## config.mk

```make
export PLATFORM = sky130hd
export DESIGN_NAME = mc_ctrl_exc
export DESIGN_NICKNAME = d
export VERILOG_FILES = /design/src/rtl/mc_ctrl_exc.sv
export SDC_FILE = /design/constraint.sdc
export NUM_CORES = 1
export LEC_CHECK = 0
export BUFFER_PORTS_ARGS = -buffer_cell sky130_fd_sc_hd__buf_2
export CAP_MARGIN = 10
export CORE_MARGIN = 2
export CORE_UTILIZATION = 49
export CTS_CLUSTER_SIZE = 16
export DETAILED_ROUTE_END_ITERATION = 12
export HOLD_SLACK_MARGIN = 0.06
export PLACE_DENSITY = 0.87
export SLEW_MARGIN = 15
export SYNTH_ARGS = -nofsm -noshare
export SYNTH_HDL_FRONTEND = slang
export SYNTH_SLANG_ARGS = --single-unit
```

## constraint.sdc

```tcl
create_clock -name clk -period 2.3 [get_ports clk]
set_clock_uncertainty 0.05 [all_clocks]
set_input_delay 0 -clock clk [delete_from_list [all_inputs] [get_ports clk]]
set_output_delay 0 -clock clk [all_outputs]
set_load 0.05 [all_outputs]
```

## src/rtl/mc_ctrl_exc.sv

```systemverilog
// mc_ctrl_exc: multi-cycle MIPS control FSM with precise traps, ERET and a memory-wait timeout.
module mc_ctrl_exc #(
    parameter int MIO_TIMEOUT = 15,
    parameter bit EN_OVF_TRAP = 1'b1,
    parameter bit IE_RESET    = 1'b1
) (
    input  logic        clk,
    input  logic        reset,
    input  logic [31:0] Inst_in,
    input  logic        zero,
    input  logic        overflow,
    input  logic        MIO_ready,
    input  logic        irq,
    output logic        PCWrite,
    output logic        PCWriteCond,
    output logic        Beq,
    output logic        IorD,
    output logic        MemRead,
    output logic        MemWrite,
    output logic        IRWrite,
    output logic        ALUSrcA,
    output logic        RegWrite,
    output logic        CPU_MIO,
    output logic [1:0]  MemtoReg,
    output logic [1:0]  RegDst,
    output logic [1:0]  ALUSrcB,
    output logic [1:0]  PCSource,
    output logic        EPCSel,
    output logic [2:0]  ALU_operation,
    output logic        EPCWrite,
    output logic        CauseWrite,
    output logic [1:0]  Cause,
    output logic [4:0]  state_out
);
    typedef enum logic [4:0] {
        S_IF, S_ID, S_EX_R, S_EX_I, S_WB_R, S_WB_I, S_EX_MEM, S_MEM_RD, S_MEM_WR,
        S_WB_LW, S_BR, S_J, S_JAL, S_JR, S_JALR, S_LUI, S_TRAP, S_ERET
    } state_t;

    localparam int CW = (MIO_TIMEOUT > 1) ? $clog2(MIO_TIMEOUT + 1) : 1;

    state_t        r_state, w_next, w_nx, w_dec;
    logic [CW-1:0] r_cnt;
    logic          r_ie;
    logic [1:0]    r_cause, w_cause, w_ecause;
    logic [5:0]    w_op, w_fn;
    logic [4:0]    w_st;
    logic [2:0]    w_r_alu, w_i_alu, w_alu;
    logic          w_r_ok, w_i_ok, w_ovf_trap, w_tmo, w_wait, w_exc, w_chk, w_unused;

    assign w_op      = Inst_in[31:26];
    assign w_fn      = Inst_in[5:0];
    assign w_unused  = ^{zero, Inst_in[25:6]};
    assign state_out = r_state;

    always_comb begin
        w_r_alu = 3'b010;
        w_r_ok  = 1'b1;
        case (w_fn)
            6'b100000: w_r_alu = 3'b010;
            6'b100010: w_r_alu = 3'b110;
            6'b100100: w_r_alu = 3'b000;
            6'b100101: w_r_alu = 3'b001;
            6'b100111: w_r_alu = 3'b100;
            6'b101010: w_r_alu = 3'b111;
            6'b000010: w_r_alu = 3'b101;
            6'b000000: w_r_alu = 3'b011;
            default:   w_r_ok  = 1'b0;
        endcase
    end

    assign w_i_alu = (w_op == 6'b001010) ? 3'b111 :
                     (w_op == 6'b001100) ? 3'b000 :
                     (w_op == 6'b001101) ? 3'b001 :
                     (w_op == 6'b001110) ? 3'b011 : 3'b010;
    assign w_i_ok  = w_op inside {6'b001000, 6'b001010, 6'b001100, 6'b001101, 6'b001110};
    assign w_alu   = (w_op == 6'b000000) ? w_r_alu : w_i_alu;

    assign w_ovf_trap = EN_OVF_TRAP && overflow &&
                        ((w_op == 6'b000000 && (w_fn == 6'b100000 || w_fn == 6'b100010)) ||
                         w_op == 6'b001000);

    assign w_dec = (w_op == 6'b000000) ? ((w_fn == 6'b001000) ? S_JR :
                                          (w_fn == 6'b001001) ? S_JALR :
                                          w_r_ok ? S_EX_R : S_TRAP) :
                   (w_op == 6'b100011 || w_op == 6'b101011) ? S_EX_MEM :
                   w_i_ok ? S_EX_I :
                   (w_op == 6'b000100 || w_op == 6'b000101) ? S_BR :
                   (w_op == 6'b000010) ? S_J :
                   (w_op == 6'b000011) ? S_JAL :
                   (w_op == 6'b001111) ? S_LUI :
                   (w_op == 6'b010000 && w_fn == 6'b011000) ? S_ERET : S_TRAP;

    assign w_wait = r_state inside {S_IF, S_MEM_RD, S_MEM_WR};
    assign w_tmo  = (MIO_TIMEOUT != 0) && !MIO_ready && (int'(r_cnt) == MIO_TIMEOUT - 1);

    // Reset is decoded as an illegal encoding so every enable stays low while it is held.
    assign w_st = reset ? 5'h1f : r_state;

    always_comb begin
        PCWrite       = 1'b0;
        PCWriteCond   = 1'b0;
        Beq           = 1'b0;
        IorD          = 1'b0;
        MemRead       = 1'b0;
        MemWrite      = 1'b0;
        IRWrite       = 1'b0;
        ALUSrcA       = 1'b0;
        RegWrite      = 1'b0;
        CPU_MIO       = 1'b0;
        MemtoReg      = 2'b00;
        RegDst        = 2'b00;
        ALUSrcB       = 2'b00;
        PCSource      = 2'b00;
        EPCSel        = 1'b0;
        ALU_operation = 3'b000;
        EPCWrite      = 1'b0;
        CauseWrite    = 1'b0;
        Cause         = 2'b00;
        w_nx          = S_IF;
        w_exc         = 1'b0;
        w_ecause      = 2'd0;
        w_chk         = 1'b1;
        case (w_st)
            S_IF: begin
                MemRead       = 1'b1;
                CPU_MIO       = 1'b1;
                ALUSrcB       = 2'b01;
                ALU_operation = 3'b010;
                PCWrite       = MIO_ready;
                IRWrite       = MIO_ready;
                w_nx          = MIO_ready ? S_ID : S_IF;
                w_exc         = w_tmo;
                w_ecause      = 2'd3;
            end
            S_ID: begin
                ALUSrcB       = 2'b11;
                ALU_operation = 3'b010;
                w_nx          = w_dec;
                w_exc         = (w_dec == S_TRAP);
                w_ecause      = 2'd1;
            end
            S_EX_R: begin
                ALUSrcA       = 1'b1;
                ALU_operation = w_alu;
                w_nx          = S_WB_R;
            end
            S_EX_I: begin
                ALUSrcA       = 1'b1;
                ALUSrcB       = 2'b10;
                ALU_operation = w_alu;
                w_nx          = S_WB_I;
            end
            S_WB_R: begin
                ALUSrcA       = 1'b1;
                ALU_operation = w_alu;
                RegWrite      = !w_ovf_trap;
                RegDst        = 2'b01;
                w_exc         = w_ovf_trap;
                w_ecause      = 2'd2;
            end
            S_WB_I: begin
                ALUSrcA       = 1'b1;
                ALUSrcB       = 2'b10;
                ALU_operation = w_alu;
                RegWrite      = !w_ovf_trap;
                w_exc         = w_ovf_trap;
                w_ecause      = 2'd2;
            end
            S_EX_MEM: begin
                ALUSrcA       = 1'b1;
                ALUSrcB       = 2'b10;
                ALU_operation = 3'b010;
                w_nx          = (w_op == 6'b100011) ? S_MEM_RD : S_MEM_WR;
            end
            S_MEM_RD: begin
                IorD     = 1'b1;
                CPU_MIO  = 1'b1;
                MemRead  = 1'b1;
                w_nx     = MIO_ready ? S_WB_LW : S_MEM_RD;
                w_exc    = w_tmo;
                w_ecause = 2'd3;
            end
            S_MEM_WR: begin
                IorD     = 1'b1;
                CPU_MIO  = 1'b1;
                MemWrite = 1'b1;
                w_nx     = MIO_ready ? S_IF : S_MEM_WR;
                w_exc    = w_tmo;
                w_ecause = 2'd3;
            end
            S_WB_LW: begin
                RegWrite = 1'b1;
                MemtoReg = 2'b01;
            end
            S_BR: begin
                ALUSrcA       = 1'b1;
                ALU_operation = 3'b110;
                PCWriteCond   = 1'b1;
                PCSource      = 2'b01;
                Beq           = (w_op == 6'b000100);
            end
            S_J: begin
                PCWrite  = 1'b1;
                PCSource = 2'b10;
            end
            S_JAL: begin
                PCWrite  = 1'b1;
                PCSource = 2'b10;
                RegWrite = 1'b1;
                RegDst   = 2'b10;
                MemtoReg = 2'b11;
            end
            S_JR: begin
                PCWrite       = 1'b1;
                ALUSrcA       = 1'b1;
                ALU_operation = 3'b010;
            end
            S_JALR: begin
                PCWrite       = 1'b1;
                ALUSrcA       = 1'b1;
                ALU_operation = 3'b010;
                RegWrite      = 1'b1;
                RegDst        = 2'b01;
                MemtoReg      = 2'b11;
            end
            S_LUI: begin
                RegWrite = 1'b1;
                MemtoReg = 2'b10;
            end
            S_TRAP: begin
                EPCWrite   = 1'b1;
                CauseWrite = 1'b1;
                PCWrite    = 1'b1;
                PCSource   = 2'b11;
                Cause      = r_cause;
                w_chk      = 1'b0;
            end
            S_ERET: begin
                PCWrite  = 1'b1;
                PCSource = 2'b11;
                EPCSel   = 1'b1;
                w_chk    = 1'b0;
            end
            default: w_chk = 1'b0;
        endcase
        // Synchronous exceptions outrank the interrupt, which only lands on an instruction boundary.
        w_next  = (w_exc || (w_chk && w_nx == S_IF && irq && r_ie)) ? S_TRAP : w_nx;
        w_cause = w_exc ? w_ecause : 2'd0;
    end

    always_ff @(posedge clk or posedge reset) begin
        if (reset) begin
            r_state <= S_IF;
            r_cnt   <= '0;
            r_ie    <= IE_RESET;
            r_cause <= 2'd0;
        end else begin
            r_state <= w_next;
            r_cnt   <= (w_next == r_state && w_wait && !MIO_ready) ? r_cnt + 1'b1 : '0;
            r_ie    <= (r_state == S_TRAP) ? 1'b0 : (r_state == S_ERET) ? 1'b1 : r_ie;
            if (w_next == S_TRAP)
                r_cause <= w_cause;
        end
    end
endmodule

```

==> flow_metrics.py, run 1 <==
metrics = {
    "grt": {
        "pin_count_of_the_biggest_net_entering_global_routing": 14,
        "grt_first_pass_wirelength_um": 8200,
        "overflow": 0,
        "grt_util_all_layers_pct": 24.9,
        "vias_in_the_first_global_route": 1775,
        "number_of_antenna_violations_at_the_first_check_in_global_routing": 0,
    },
    "sta": {
        "final_period_minus_worst_setup_slack_ps": 2230,
        "max_freq_mhz": 448,
        "setup-violations-final": 0,
        "rsz0062_at_grt": "no",
        "finalWorstSetupSlack_ps": 68.2,
        "number_of_pins_exceeding_their_max_slew_limit_in_the_final_report": 0,
        "finalCritPeriodShare_pct": 97.0,
        "timing.slew.headroom_pct": 63.8,
        "worst_slew_pin_slew_ps": 538,
        "hold_ws_ps": 113,
        "hold_viol_final": 0,
    },
    "cells_and_area": {
        "post_route_cells_drive_above_1_share_pct": 37.0,
        "design_area_final_um2": 2160,
        "syn_to_final_growth_pct": 27.1,
        "nNetsFinal": 317,
        "diodes": 0,
        "fillers": 295,
        "layout.cells.non_filler": 322,
    },
    "synth": {
        "postSynthCellCount": 227,
        "syn_nets": 267,
        "avgSynthCellArea_um2": 7.47,
        "synthMuxAreaShare_pct": 3.10,
        "synth-edff-count": 0,
        "postSynthRegisterBits": 12,
        "synth-seq-area-share_pct": 17.8,
        "ys_types": 68,
        "synth_xor_xnor_area_share_pct": 2.58,
        "synth_fa_ha_area_share_pct": 1.47,
        "synth-compound-area-share_pct": 21.3,
        "yosys_warnings": 0,
        "post_synth_and_or_nand_nor_area_fraction_pct": 45.6,
        "synth_top_family_by_area": "simple AND/OR/NAND/NOR gates",
        "asyncSetResetFlopFracSynth_pct": 100,
        "syn_area_um2": 1700,
        "top_ff_cell_synth": "sky130_fd_sc_hd__dfrtp_1",
    },
    "placement": {
        "dpl_cell_area_um2": 2060,
        "setup_ws_pre_cts_ps": 92.6,
        "dpl.cell_count": 317,
        "routability_congestion": 0.939,
        "buffer_ports.inserted": 47,
        "dp.final_hpwl_um": 3710,
    },
    "setup_path": {
        "crit_path_to": "r_cnt[0]$_DFF_PP0_",
        "crit_path_cell_trace": "buf_4 -> nor4b_2 -> nand2_1 -> o211ai_1 -> or4_1 -> o31ai_4 -> nor4_1",
        "worstSetupStartpointType": "register",
        "ff2ff_setup_slack_ps": 70,
        "setup.worst_path.class": "reg2reg",
        "slowest_stage": "sky130_fd_sc_hd__or4_1",
        "r2r-start": "state_out[3]$_DFF_PP0_",
        "cp-end-kind": "register",
        "crit_fanout": 10,
        "r2r_cells": 7,
        "path_buf_inv": 1,
        "reg2reg_capture_point": "r_cnt[0]$_DFF_PP0_",
        "top_delay_family_on_crit_path": "simple AND/OR/NAND/NOR gates",
        "critPathLaunch": "state_out[3]$_DFF_PP0_",
        "worst_path_largest_cell_delay_ps": 480,
        "worst_ep_required_time_ps": 2380,
        "critical_path_depth": 7,
        "worst-endpoint-arrival_ps": 2320,
    },
    "drt": {
        "route.vias.total": 1939,
        "drt_first_pass_iters": 4,
        "postRouteWirelength_um": 4800,
        "drt-initial-drc-count": 149,
        "drcViolationCount": 0,
        "antenna_violating_nets_remaining": 0,
        "routed_wire_length_per_instance_um": 14.9,
        "vias_per_cell": 6.02,
    },
    "run": {
        "drv_cap": 0,
    },
    "floorplanning": {
        "die_y_um": 62.8,
        "core_area_um2": 3340,
        "floorplan.initialDensity_pct": 50.8,
        "rows": 21,
        "io_pins": 69,
        "dieArea_um2": 3950,
        "chipWidth_um": 62.8,
    },
    "cts": {
        "cts_buffer_depth": 2,
        "path_clk_slew_ps": 80,
        "clk_root_buffer_cell": "sky130_fd_sc_hd__clkbuf_4",
        "clkLatencyLatePin_ps": 270,
        "post-cts-setup-buffers": 0,
        "tritoncts.num_buffers": 3,
        "cts_num_sinks": 12,
        "tritoncts_clock_tree": "built",
        "htree_levels": 1,
    },
    "power": {
        "totalPowerFinal_w": 0.000850,
        "irDropWorstVdd_v": 0.000173,
        "leakage_nw": 0.989,
        "power_density_nw_per_um2": 394,
    },
    "min_path": {
        "hp-class": "in2reg",
    },
    "outcome": {
        "run_status": "finished, final reports clean",
    },
}
worst min-delay path by stage:
| stage | startpoint | end | slack, ps | cells past startpoint |
|---|---|---|---|---|
| 2_1_floorplan | reset | r_cause[0]$_DFFE_PP0N_ | 10 | 2 |
| 3_3_place_gp | reset | r_cnt[3]$_DFF_PP0_ | 100 | 2 |
| 3_5_place_dp | reset | r_cnt[3]$_DFF_PP0_ | 110 | 2 |
| 4_1_cts | MIO_ready | r_cnt[3]$_DFF_PP0_ | 140 | 4 |
| 5_1_grt | MIO_ready | r_cnt[0]$_DFF_PP0_ | 120 | 4 |
| 6_report | MIO_ready | r_cnt[2]$_DFF_PP0_ | 110 | 4 |
routing by layer:
metal	part of all wire [%]	GRT usage (%)	wire [um]
met1	43	32.0	2070
met2	50	44.9	2420
met3	6.0	3.24	286
met4	0.44	4.17	21
met5	0	0	0
Yosys cell counts (3+ instances only):
master | count | area, um2
sky130_fd_sc_hd__xnor2_1 | 3 | 26.3
sky130_fd_sc_hd__nor4_1 | 10 | 62.6
sky130_fd_sc_hd__mux2i_1 | 3 | 30.0
sky130_fd_sc_hd__o21ai_0 | 9 | 45.0
sky130_fd_sc_hd__nand2_1 | 15 | 56.3
sky130_fd_sc_hd__dfrtp_1 | 11 | 275
sky130_fd_sc_hd__nor2_1 | 21 | 78.8
sky130_fd_sc_hd__a21oi_1 | 12 | 60.1
sky130_fd_sc_hd__nor2b_1 | 7 | 43.8
sky130_fd_sc_hd__nand2b_1 | 8 | 50.1
sky130_fd_sc_hd__nor4bb_1 | 3 | 30.0
sky130_fd_sc_hd__nand3_1 | 7 | 35.0
sky130_fd_sc_hd__or4_1 | 3 | 22.5
sky130_fd_sc_hd__a31oi_1 | 3 | 18.8
sky130_fd_sc_hd__clkbuf_1 | 3 | 11.3
sky130_fd_sc_hd__inv_1 | 11 | 41.3
sky130_fd_sc_hd__and2_1 | 4 | 25.0
sky130_fd_sc_hd__nor3_1 | 15 | 75.1
sky130_fd_sc_hd__o21a_1 | 3 | 22.5
sky130_fd_sc_hd__nand3b_1 | 4 | 30.0
sky130_fd_sc_hd__buf_2 | 6 | 30.0
sky130_fd_sc_hd__nor4b_1 | 5 | 43.8
sky130_fd_sc_hd__or3_1 | 4 | 25.0
sky130_fd_sc_hd__clkbuf_2 | 3 | 15.0
logic make-up after synthesis:
group	Yosys count
and+or+nand+nor	127
xor gates and xnor gates	5
DFF	12
buffers and inverters	28
adders and majority gates	2
AOI/OAI and AO/OA	48
muxes	5
registers in the layout, indices dropped and copies added (netlist names):
signal / count
r_cnt: 4
r_ie: 1
r_cause: 2
state_out: 5
cell type report:
class / count / area [um2] / share of cell area (%)
multi-input combinational: 187 / 1360 / 63.2
timing repair buffer: 62 / 350 / 16.3
sequential: 12 / 308 / 14.3
tap: 46 / 57.6 / 2.67
inverter: 11 / 41.3 / 1.92
clock buffer: 4 / 36.3 / 1.68
where the power goes:
part / internal, W / total, W / switching, W / leakage (nW)
Sequential: 0.000246 / 0.000274 / 0.0000281 / 0.150
Clock: 0.0000962 / 0.000164 / 0.0000677 / 0.0210
Combinational: 0.000142 / 0.000412 / 0.000271 / 0.818
layout by cell type, fill, tap and decap left out, types with 2 or more instances in the layout:
| cell | Yosys | routed |
|---|---|---|
| sky130_fd_sc_hd__buf_2 | 6 | 47 |
| sky130_fd_sc_hd__nor2_1 | 21 | 20 |
| sky130_fd_sc_hd__nand2_1 | 15 | 15 |
| sky130_fd_sc_hd__nor3_1 | 15 | 14 |
| sky130_fd_sc_hd__buf_4 | 2 | 14 |
| sky130_fd_sc_hd__a21oi_1 | 12 | 11 |
| sky130_fd_sc_hd__inv_1 | 11 | 11 |
| sky130_fd_sc_hd__nor4_1 | 10 | 7 |
| sky130_fd_sc_hd__nand2b_1 | 8 | 7 |
| sky130_fd_sc_hd__o21ai_0 | 9 | 7 |
| sky130_fd_sc_hd__nor2b_1 | 7 | 7 |
| sky130_fd_sc_hd__nand3_1 | 7 | 7 |
| sky130_fd_sc_hd__dfrtp_1 | 11 | 6 |
| sky130_fd_sc_hd__dfrtp_2 | 0 | 5 |
| sky130_fd_sc_hd__and2_1 | 4 | 4 |
| sky130_fd_sc_hd__nand3b_1 | 4 | 4 |
| sky130_fd_sc_hd__nor4_2 | 1 | 4 |
| sky130_fd_sc_hd__nor4bb_1 | 3 | 3 |
| sky130_fd_sc_hd__o21a_1 | 3 | 3 |
| sky130_fd_sc_hd__or3_1 | 4 | 3 |
| sky130_fd_sc_hd__nor4b_1 | 5 | 3 |
| sky130_fd_sc_hd__or4_1 | 3 | 3 |
| sky130_fd_sc_hd__a31oi_1 | 3 | 3 |
| sky130_fd_sc_hd__o21ai_1 | 1 | 3 |
| sky130_fd_sc_hd__mux2i_1 | 3 | 3 |
| sky130_fd_sc_hd__xnor2_1 | 3 | 3 |
| sky130_fd_sc_hd__clkbuf_4 | 0 | 3 |
| sky130_fd_sc_hd__nor4b_4 | 0 | 2 |
| sky130_fd_sc_hd__and3_1 | 2 | 2 |
| sky130_fd_sc_hd__o211ai_1 | 2 | 2 |
| sky130_fd_sc_hd__o31ai_4 | 1 | 2 |
| sky130_fd_sc_hd__o21bai_1 | 2 | 2 |
| sky130_fd_sc_hd__xor2_1 | 2 | 2 |
| sky130_fd_sc_hd__mux2_2 | 2 | 2 |
| sky130_fd_sc_hd__ha_1 | 2 | 2 |
worst register-to-register path: stages, from the launching register on:
cell and delay (ps):
sky130_fd_sc_hd__dfrtp_2 470, sky130_fd_sc_hd__buf_4 190, sky130_fd_sc_hd__nor4b_2 170, sky130_fd_sc_hd__nand2_1 140, sky130_fd_sc_hd__o211ai_1 130, sky130_fd_sc_hd__or4_1 480
sky130_fd_sc_hd__o31ai_4 360, sky130_fd_sc_hd__nor4_1 100
timing repair:
action / in CTS / in global routing
endpoints found under the setup margin: 1 / 8
endpoints found under the hold margin: 11 / 0
pin swaps: 0 / 0
resized for setup: 1 / 8
hold buffers: 1 / 0
stage by stage:
| stage | TNS [ps] | util (%) |
|---|---|---|
| finish | 0 | 64.6 |
| global route | 0 | 64.6 |
| CTS | 0 | 63.4 |
| detailed placement | 0 | 61.8 |
| global placement | 0 | 61.8 |
| floorplan | -1190 | - |
(Power assumes the default switching activity.)
==> run 2, diff against run 1 <==
Settings changed: ABC_AREA set to 1, CORE_UTILIZATION 49 to 48.
==> flow_metrics.py, run 2 <==
metrics = {
    "cells_and_area": {
        "nNetsFinal": 358,
        "layout_commonest_cell": "sky130_fd_sc_hd__nand2_1",
        "final_core_util_pct": 63.6,
        "mostFrequentLayoutCells": "sky130_fd_sc_hd__nand2_1 (57), sky130_fd_sc_hd__buf_2 (47), sky130_fd_sc_hd__nor2_1 (43), sky130_fd_sc_hd__inv_1 (41), sky130_fd_sc_hd__nand3_1 (23)",
        "syn_to_final_growth_pct": 25.2,
        "diodes": 0,
        "design_area_final_um2": 1940,
        "post_route_cells_drive_above_1_share_pct": 34.1,
        "largest_register_ffs": 5,
    },
    "synth": {
        "yosys_warnings": 0,
        "syn_area_um2": 1550,
        "yosysMostFrequentCell": "sky130_fd_sc_hd__nand2_1",
        "synth_area_leader_cell": "sky130_fd_sc_hd__dfrtp_1",
        "synth-edff-count": 0,
        "asyncSetResetFlopFracSynth_pct": 100,
        "avgSynthCellArea_um2": 5.87,
        "synth-seq-area-share_pct": 19.5,
        "ys_types": 33,
        "synth_area_leaders": "sky130_fd_sc_hd__dfrtp_1 (18%), sky130_fd_sc_hd__nand2_1 (14%), sky130_fd_sc_hd__nor2_1 (12%)",
        "top_ff_cell_synth": "sky130_fd_sc_hd__dfrtp_1",
        "postSynthRegisterBits": 12,
        "top_area_cell_type_share_of_the_netlist_area_pct": 17.8,
        "syn_nets": 304,
        "synth.top_cells.by_count": "sky130_fd_sc_hd__nand2_1 (57), sky130_fd_sc_hd__nor2_1 (48), sky130_fd_sc_hd__inv_1 (41)",
        "postSynthCellCount": 264,
    },
    "placement": {
        "buffer_ports.inserted": 47,
        "dpl_cell_area_um2": 1890,
        "dp.final_hpwl_um": 3500,
        "routability_congestion": 0.895,
        "setup_ws_pre_cts_ps": 283,
    },
    "setup_path": {
        "critPathLaunch": "state_out[1]$_DFF_PP0_",
        "worst-endpoint-arrival_ps": 2090,
        "reg2reg_capture_point": "r_cause[0]$_DFFE_PP0N_",
        "worst_path_largest_cell_delay_ps": 450,
        "crit_path_cell_trace": "inv_1 -> nand3_1 -> nor2_1 -> nand2_1 -> nand2_1 -> nor2_1 -> inv_1 -> o311ai_0 -> nand4_1 -> buf_2",
        "crit_path_to": "ALU_operation[1]",
        "setup.worst_path.class": "reg2out",
        "crit_fanout": 6,
        "worst_ep_required_time_ps": 2250,
        "ff2ff_setup_slack_ps": 220,
        "worstSetupStartpointType": "register",
        "r2r_cells": 13,
        "path_buf_inv": 3,
        "slowest_stage": "sky130_fd_sc_hd__dfrtp_2",
        "r2r-start": "state_out[3]$_DFF_PP0_",
        "critical_path_depth": 10,
        "top_delay_family_on_crit_path": "simple AND/OR/NAND/NOR gates",
        "cp-end-kind": "output port",
    },
    "floorplanning": {
        "io_pins": 69,
        "floorplan.initialDensity_pct": 50.8,
        "chipWidth_um": 60.8,
        "rows": 20,
        "dieArea_um2": 3700,
        "die_y_um": 60.8,
        "core_area_um2": 3050,
    },
    "cts": {
        "htree_levels": 1,
        "clkLatencyLatePin_ps": 270,
        "cts_buffer_depth": 2,
        "path_clk_slew_ps": 80,
        "clk_root_buffer_cell": "sky130_fd_sc_hd__clkbuf_4",
        "cts_num_sinks": 12,
        "tritoncts.num_buffers": 3,
        "tritoncts_clock_tree": "built",
        "post-cts-setup-buffers": 0,
    },
    "power": {
        "irDropWorstVdd_v": 0.000318,
        "power_density_nw_per_um2": 377,
        "totalPowerFinal_w": 0.000731,
        "leakage_nw": 1.10,
    },
    "sta": {
        "finalCritPeriodShare_pct": 93.2,
        "number_of_pins_exceeding_their_max_slew_limit_in_the_final_report": 0,
        "timing.slew.headroom_pct": 77.9,
        "rsz0062_at_grt": "no",
        "finalWorstSetupSlack_ps": 157,
        "final_period_minus_worst_setup_slack_ps": 2140,
        "hold_viol_final": 0,
        "max_freq_mhz": 467,
        "setup_total_negative_slack_ps": 0,
        "setup-violations-final": 0,
        "worst_slew_pin_slew_ps": 331,
    },
    "grt": {
        "globalRouteMet2Util_pct": 39.8,
        "groute.layer.met3.usage_pct": 4.69,
        "grt_util_all_layers_pct": 23.1,
        "pin_count_of_the_biggest_net_entering_global_routing": 14,
        "vias_in_the_first_global_route": 1616,
        "global_route.usage.met1_pct": 30.4,
        "grt_first_pass_wirelength_um": 6690,
        "number_of_antenna_violations_at_the_first_check_in_global_routing": 0,
        "globalRoute.busiestLayer": "met2",
        "overflow": 0,
    },
    "drt": {
        "routed_wire_length_per_instance_um": 11.3,
        "antenna_violating_nets_remaining": 0,
        "postRouteWirelength_um": 4090,
        "vias_per_cell": 5.00,
        "drt-initial-drc-count": 118,
        "drt_first_pass_iters": 4,
        "drcViolationCount": 0,
        "route.vias.total": 1806,
    },
    "min_path": {
        "hp-class": "in2reg",
    },
    "run": {
        "drv_cap": 0,
    },
    "outcome": {
        "run_status": "finished, final reports clean",
    },
}
## run 2: cell types whose count changed after synthesis, sizes merged, moves of 6 or more
| cell | change |
|---|---|
| a21oi | -7 |
| buf | -10 |
| clkbuf | -6 |
| inv | +39 |
| nand2 | +48 |
| nand2b | -8 |
| nand3 | +21 |
| nand4 | +9 |
| nor2 | +45 |
| nor2b | -7 |
| nor3 | -11 |
| nor4 | -11 |
| nor4b | -6 |
## run 2: layout make-up
class | count | area [um2]
fillers | 302 | 1110
multi-input cells | 199 | 1080
flip-flops and latches | 12 | 308
repair buffers | 50 | 260
inverters | 52 | 196
well taps | 44 | 55.1
clock buffers | 4 | 36.3
## run 2: repair_timing
| action | CTS | global route |
|---|---|---|
| endpoints found under the setup margin | 0 | 2 |
| gates resized for setup | 0 | 1 |
| hold buffers | 1 | 0 |
| endpoints found under the hold margin | 12 | 0 |
## run 2: worst min path at each step
stage	to	cells past startpoint	from
final	r_cause[1]$_DFFE_PP0N_	4	MIO_ready
after global routing	r_cause[1]$_DFFE_PP0N_	4	MIO_ready
after CTS	r_cause[1]$_DFFE_PP0N_	4	MIO_ready
after detailed placement	state_out[2]$_DFF_PP0_	3	reset
after global placement	state_out[2]$_DFF_PP0_	3	reset
after floorplan	r_cause[0]$_DFFE_PP0N_	1	reset
## run 2: kinds of logic after synthesis
logic type	synth area share [%]
buf+inv	13.2
compound gates	8.15
simple gates	56.5
xor+xnor	1.13
fa+ha+maj	1.61
flops	19.5
## run 2: routing by layer
metal	vias to the layer above	share of wire, %
met4	0	0.46
met3	4	4.4
met5	-	0
met2	45	49
li1	941	-
met1	816	46
## run 2: worst reg2reg max path, stage by stage (launching register included)
cell and delay [ps]:
sky130_fd_sc_hd__dfrtp_2 430, sky130_fd_sc_hd__inv_2 80, sky130_fd_sc_hd__nand2_1 120, sky130_fd_sc_hd__nor2_1 70, sky130_fd_sc_hd__nand2_1 240, sky130_fd_sc_hd__o21ai_1 100, sky130_fd_sc_hd__nor2_1 160, sky130_fd_sc_hd__nand3_1 90
sky130_fd_sc_hd__nor2_1 150, sky130_fd_sc_hd__nand4_2 140, sky130_fd_sc_hd__nand2_1 140, sky130_fd_sc_hd__inv_1 70, sky130_fd_sc_hd__nand2_1 60, sky130_fd_sc_hd__o21ai_0 70
## run 2: where the power goes
group | leakage, nW | internal (W) | switching [W] | total [W]
clock network | 0.0210 | 0.0000961 | 0.0000690 | 0.000165
logic | 0.926 | 0.0000836 | 0.000222 | 0.000306
registers | 0.153 | 0.000239 | 0.0000208 | 0.000260
## run 2: stage by stage
stage	cells	hold slack, ps
after floorplan	264	-170
after CTS	361	71.1
after detailed placement	356	0.256
after global routing	361	92.0
final	361	82.6
after global placement	356	-0.0822
